File: src/rtl/mem_burst_ctrl.sv
// Burst controller between a simple requester and a single-port synchronous RAM.
// Issues 1..8 consecutive-word write or read beats per request, with registered read return.
module mem_burst_ctrl #(
  parameter int unsigned ADDR_W = 9,
  parameter int unsigned DATA_W = 32
) (
  input  logic              Clock,
  input  logic              clear,
  input  logic              req,
  input  logic              we,
  input  logic [ADDR_W-1:0] addr,
  input  logic [2:0]        len,
  input  logic [DATA_W-1:0] wdata,
  output logic              wready,
  output logic [DATA_W-1:0] rdata,
  output logic              rvalid,
  output logic              busy,
  output logic              done,
  output logic              Read,
  output logic              Write,
  output logic [ADDR_W-1:0] address,
  output logic [DATA_W-1:0] DataIn,
  input  logic [DATA_W-1:0] DataOut
);

  typedef enum logic [2:0] {
    StIdle    = 3'd0,
    StWr      = 3'd1,
    StRd      = 3'd2,
    StRdDrain = 3'd3,
    StDone    = 3'd4
  } state_e;

  state_e              state_q, state_d;
  logic [ADDR_W-1:0]   cur_addr_q, cur_addr_d;
  logic [2:0]          cnt_q, cnt_d;
  logic                rvalid_q;
  logic [ADDR_W-1:0]   addr_hold_q, addr_hold_d;
  logic [DATA_W-1:0]   din_hold_q, din_hold_d;

  // State register.
  always_ff @(posedge Clock or posedge clear) begin
    if (clear) begin
      state_q <= StIdle;
    end else begin
      state_q <= state_d;
    end
  end

  // Datapath registers.
  always_ff @(posedge Clock or posedge clear) begin
    if (clear) begin
      cur_addr_q  <= '0;
      cnt_q       <= '0;
      rvalid_q    <= 1'b0;
      addr_hold_q <= '0;
      din_hold_q  <= '0;
    end else begin
      cur_addr_q  <= cur_addr_d;
      cnt_q       <= cnt_d;
      rvalid_q    <= Read;
      addr_hold_q <= addr_hold_d;
      din_hold_q  <= din_hold_d;
    end
  end

  // Next-state and burst bookkeeping.
  always_comb begin
    state_d    = state_q;
    cur_addr_d = cur_addr_q;
    cnt_d      = cnt_q;
    unique case (state_q)
      StIdle: begin
        if (req) begin
          cur_addr_d = addr;
          cnt_d      = len;
          state_d    = we ? StWr : StRd;
        end
      end
      StWr, StRd: begin
        // Address wraps naturally at 2^ADDR_W.
        cur_addr_d = cur_addr_q + ADDR_W'(1);
        cnt_d      = cnt_q - 3'd1;
        if (cnt_q == 3'd0) begin
          state_d = (state_q == StWr) ? StDone : StRdDrain;
        end
      end
      StRdDrain: state_d = StDone;
      StDone:    state_d = StIdle;
      default:   state_d = StIdle;
    endcase
  end

  // Outputs decoded from registered state only.
  always_comb begin
    Read    = 1'b0;
    Write   = 1'b0;
    wready  = 1'b0;
    busy    = 1'b1;
    done    = 1'b0;
    address = addr_hold_q;
    DataIn  = din_hold_q;
    unique case (state_q)
      StIdle: busy = 1'b0;
      StWr: begin
        Write   = 1'b1;
        wready  = 1'b1;
        address = cur_addr_q;
        DataIn  = wdata;
      end
      StRd: begin
        Read    = 1'b1;
        address = cur_addr_q;
      end
      StRdDrain: ;
      StDone:    done = 1'b1;
      default:   busy = 1'b0;
    endcase
  end

  // RAM address and write data hold their last driven values outside beats.
  always_comb begin
    addr_hold_d = addr_hold_q;
    din_hold_d  = din_hold_q;
    if (Read || Write) begin
      addr_hold_d = cur_addr_q;
    end
    if (Write) begin
      din_hold_d = wdata;
    end
  end

  assign rvalid = rvalid_q;
  assign rdata  = rvalid_q ? DataOut : '0;

endmodule

File: config.mk
export PLATFORM = sky130hd
export DESIGN_NAME = mem_burst_ctrl
export DESIGN_NICKNAME = d
export VERILOG_FILES = /design/src/rtl/mem_burst_ctrl.sv
export SDC_FILE = /design/constraint.sdc
export NUM_CORES = 1
export LEC_CHECK = 0
export CAP_MARGIN = 10
export CORE_ASPECT_RATIO = 0.6
export CORE_MARGIN = 3
export CORE_UTILIZATION = 36
export CTS_CLUSTER_DIAMETER = 120
export DETAILED_ROUTE_END_ITERATION = 8
export PLACE_DENSITY = 0.76
export SLEW_MARGIN = 10
export SYNTH_ARGS = -nofsm -noshare
export SYNTH_HDL_FRONTEND = slang
export SYNTH_SLANG_ARGS = --single-unit
File: constraint.sdc
create_clock -name Clock -period 1.8 [get_ports Clock]
set_input_delay 0.36 -clock Clock [delete_from_list [all_inputs] [get_ports Clock]]
set_output_delay 0.36 -clock Clock [all_outputs]
set_load 0.02 [all_outputs]
==> impl_metrics.csv <==
group,metric,value,unit
die,core-area,8130,sq um
cells_and_area,antenna_cells_inserted,0,
timing,timing.final.max_slew_violations,0,
power_and_ir_drop,share_of_power_burned_in_combinational_logic,70.8,%
synth,count_of_distinct_cell_types_in_the_synthesized_netlist,41,
global_routing,global_route_wire_length_before_repair,16300,um
run_status,outcome,"complete, but fails checks",
worst_setup_path,slowest_delay,0.39,ns
worst_setup_path,worstRegToRegCells,10,
worst_setup_path,cp_startpoint_kind,"flop",
power_and_ir_drop,power.sequential.fraction,16.3,%
power_and_ir_drop,power_report.internal_total,9.24,mW
power_and_ir_drop,power.ir.vdd_worst,1.62,mV
power_and_ir_drop,power.net_switching,5.88,mW
timing,fmax,467,MHz
global_routing,grt_antenna_before_repair,0,
timing,tightest_slew,0.320,ns
run,cap_viol_max_count,0,
timing,setup_viol_count_final,42,
placement,final_replace_weighted_congestion,0.842,
timing,final_period_minus_worst_setup_slack,2.14,ns
routing,routed_wl,10500,um
die,die_x,126,um
cells_and_area,number_of_nets_in_the_final_layout,578,
routing,avgRoutedWirePerCell,17.3,um
worst_setup_path,worst_ep_arrival_time,1.78,ns
die,ports,159,
die,floorplan.rows,25,
power_and_ir_drop,leakagePower,2.88,nW
timing,slew_headroom,78.6,%
worst_setup_path,worst_ep_required_time,1.44,ns
routing,vias_per_cell,4.88,
synth,post_synth_arst_share,100,%
worst_setup_path,setup.worst_path.class,"flop to output port",
die,die-height,78.1,um
timing,setup_tns,-10.78,ns
power_and_ir_drop,share_clk_of_total_power,12.9,%
placement,detailed_place_hpwl,6800,um
routing,antenna_left,0,
clocking,clk-insertion-delay-late,0.33,ns
cells_and_area,layout.area.seq,1430,sq um
timing,hold_viol_final,0,
synth,synth.avg_cell_area,11.0,sq um
clocking,number_of_buffers_inserted_for_hold_repair_after_clock_tree_synthesis,0,
synth,synth_cells,285,
clocking,h_tree_lvls,3,
clocking,cts.clk_slew.worst_paths,0.05,ns
timing,fin_skew,0.00598,ns
global_routing,grt_pass1_vias,2947,
cells_and_area,final_common_cell,"sky130_fd_sc_hd__clkdlybuf4s50_1",
global_routing,groute.usage.overall,20.9,%
die,dieArea,9870,sq um
clocking,clock_tree_from_tritoncts,"built",
global_routing,grt-ovfl-total,0,
clocking,numCtsBuffers,9,
timing,rsz0062_at_grt,"true",
run_status,failing_checks,"negative setup slack",
clocking,cts_root_buf,"sky130_fd_sc_hd__clkbuf_16",
routing,drc,0,
timing,postLayoutSetupSlackWorst,-0.342,ns
cells_and_area,layout_cell_share_with_drive_strength_beyond_1,44.8,%
placement,placement.io_buffers,158,
worst_setup_path,worst_path_max_delay_cell,"sky130_fd_sc_hd__dfrtp_1",
clocking,max-clock-path-buffers,2,
power_and_ir_drop,cellPowerDensity,2490,nW/um^2
cells_and_area,nFillCells,536,
worst_setup_path,critical_path_peak_fanout,7,
power_and_ir_drop,power.share.switching,38.9,%
synth,synth_enable_flop_cells,0,
cells_and_area,final_cell_mix,"79 x sky130_fd_sc_hd__clkdlybuf4s50_1, 56 x sky130_fd_sc_hd__dfrtp_1, 55 x sky130_fd_sc_hd__buf_6",
placement,placement.cell_area,5010,sq um
global_routing,grt_max_degree,34,
worst_setup_path,worst_path_most_repeated_cell,"sky130_fd_sc_hd__buf_6",
synth,number_of_register_bits_inferred_by_synthesis,57,
synth,postSynthNetCount,368,
worst_setup_path,cp_cell_sequence,"buf_6 > xnor2_4 > or2_4 > buf_12 > buf_6 > nand2_4 > nand2_4 > buf_6",
routing,initialDrtViolationCount,207,
worst_setup_path,crit_path_end_kind,"output port",
synth,ys_warn_count,0,
cells_and_area,syn2layout_area_growth,94.6,%
cells_and_area,post-route-cell-area,6080,sq um
routing,drt_first_pass_iters,4,
routing,detailroute.via_count,2969,
cells_and_area,multi_input_comb_area,1860,sq um
die,initial_utilization,38.4,%
timing,tcrit_tclk_final,119,%
worst_hold_path,hold_path_class,"primary input to async pin",
synth,synth.yosys.seq_area_share,45.7,%
synth,syn-cell-area,3120,sq um
clocking,clock-sinks,57,
synth,ys_dominant_reg_cell,"sky130_fd_sc_hd__dfrtp_1",
[cell usage after synthesis, types with 2 or more instances]
| master | instances | area share (%) |
|---|---|---|
| sky130_fd_sc_hd__and2_1 | 33 | 6.6 |
| sky130_fd_sc_hd__o21ai_0 | 8 | 1.3 |
| sky130_fd_sc_hd__mux2_2 | 64 | 23 |
| sky130_fd_sc_hd__nor3_1 | 4 | 0.64 |
| sky130_fd_sc_hd__a2bb2oi_1 | 2 | 0.56 |
| sky130_fd_sc_hd__o21a_1 | 2 | 0.48 |
| sky130_fd_sc_hd__nor2_1 | 7 | 0.84 |
| sky130_fd_sc_hd__ha_1 | 3 | 1.2 |
| sky130_fd_sc_hd__clkbuf_1 | 4 | 0.48 |
| sky130_fd_sc_hd__nand2_1 | 31 | 3.7 |
| sky130_fd_sc_hd__nand3_1 | 4 | 0.64 |
| sky130_fd_sc_hd__a211oi_2 | 2 | 0.80 |
| sky130_fd_sc_hd__buf_4 | 7 | 1.7 |
| sky130_fd_sc_hd__and4_1 | 2 | 0.56 |
| sky130_fd_sc_hd__buf_6 | 4 | 1.4 |
| sky130_fd_sc_hd__inv_1 | 9 | 1.1 |
| sky130_fd_sc_hd__buf_2 | 4 | 0.64 |
| sky130_fd_sc_hd__a21oi_1 | 14 | 2.2 |
| sky130_fd_sc_hd__dfrtp_1 | 57 | 46 |
| sky130_fd_sc_hd__a31oi_1 | 2 | 0.40 |
| sky130_fd_sc_hd__a21o_1 | 2 | 0.48 |
[cell type report]
class                   count  area share [%]
repair buffers            218            37.4
flip-flops and latches     57            23.5
clock buffers              11            4.00
multi-input cells         200            30.6
inverters                   9           0.556
well taps                 108            2.22
clock inverters             5            1.69
[per-stage QoR]
stage / util [%] / hold slack, ns / cells / setup slack (ns) / power, mW
floorplan: - / 0.477 / 285 / -0.0496 / 7.14
global placement: 61.6 / 0.455 / 561 / -0.404 / 10.1
detailed placement: 61.6 / 0.462 / 561 / -0.429 / 10.2
CTS: 72.8 / 0.303 / 602 / -0.378 / 14.7
global route: 74.7 / 0.346 / 608 / -0.401 / 15.9
finish: 74.7 / 0.316 / 608 / -0.342 / 15.1
[worst max-delay path, delay by kind of cell (launching register included)]
kind / cells / cell delay (ns)
and+or+nand+nor: 3 / 0.40
buffers and inverters: 4 / 0.53
DFF: 1 / 0.39
xor gates and xnor gates: 1 / 0.12
[state kept, by name, summed over array words and instances (netlist names)]
register and flops:
din_hold_q 32, addr_hold_q 9, cur_addr_q 9, cnt_q 3, state_q 3, rvalid 1
[power groups by stage]
stage               Combinational [mW]  Clock (mW)  Sequential [mW]
floorplan                         4.88           0             2.26
global placement                  7.72           0             2.36
detailed placement                7.85           0             2.38
CTS                               10.2        1.99             2.43
global route                      11.3        2.05             2.56
finish                            10.7        1.96             2.47
[cell families after synthesis]
group	synth area share [%]
adder cells (fa/ha/maj)	1.20
XOR/XNOR	0.801
multiplexers	23.1
AND/OR/NAND/NOR	14.5
flip-flops	45.7
AO/OA/AOI/OAI	9.38
buffers and inverters	5.33
[repair_timing]
action	in CTS	in global routing
setup buffers	21	13
setup endpoints to repair	79	65
gates resized for setup	379	37
cloned	6	1
pin swaps	16	7
[path summary, 6_finish.rpt]
path | start | end | slack (ns)
worst max-delay path | state_q[1]$_DFFE_PP0P_ | address[1] | -0.34
worst min-delay path | clear | din_hold_q[26]$_DFFE_PP0N_ | 0.32
worst max register to register | state_q[1]$_DFFE_PP0P_ | cur_addr_q[5]$_DFFE_PP0P_ | 0.02
worst min register to register | addr_hold_q[5]$_DFFE_PP0P_ | addr_hold_q[5]$_DFFE_PP0P_ | 0.48
max in group asynchronous | clear | state_q[0]$_DFFE_PP0P_ | 1.03
min in group Clock | addr_hold_q[5]$_DFFE_PP0P_ | addr_hold_q[5]$_DFFE_PP0P_ | 0.48
[layer usage]
layer  GRT usage, %  part of all wire [%]
met4           5.03                  0.67
met3           5.23                   4.5
met2           33.7                    49
met1           28.5                    46
met5              0                     0
No activity file was read; power rests on OpenSTA's default activity.
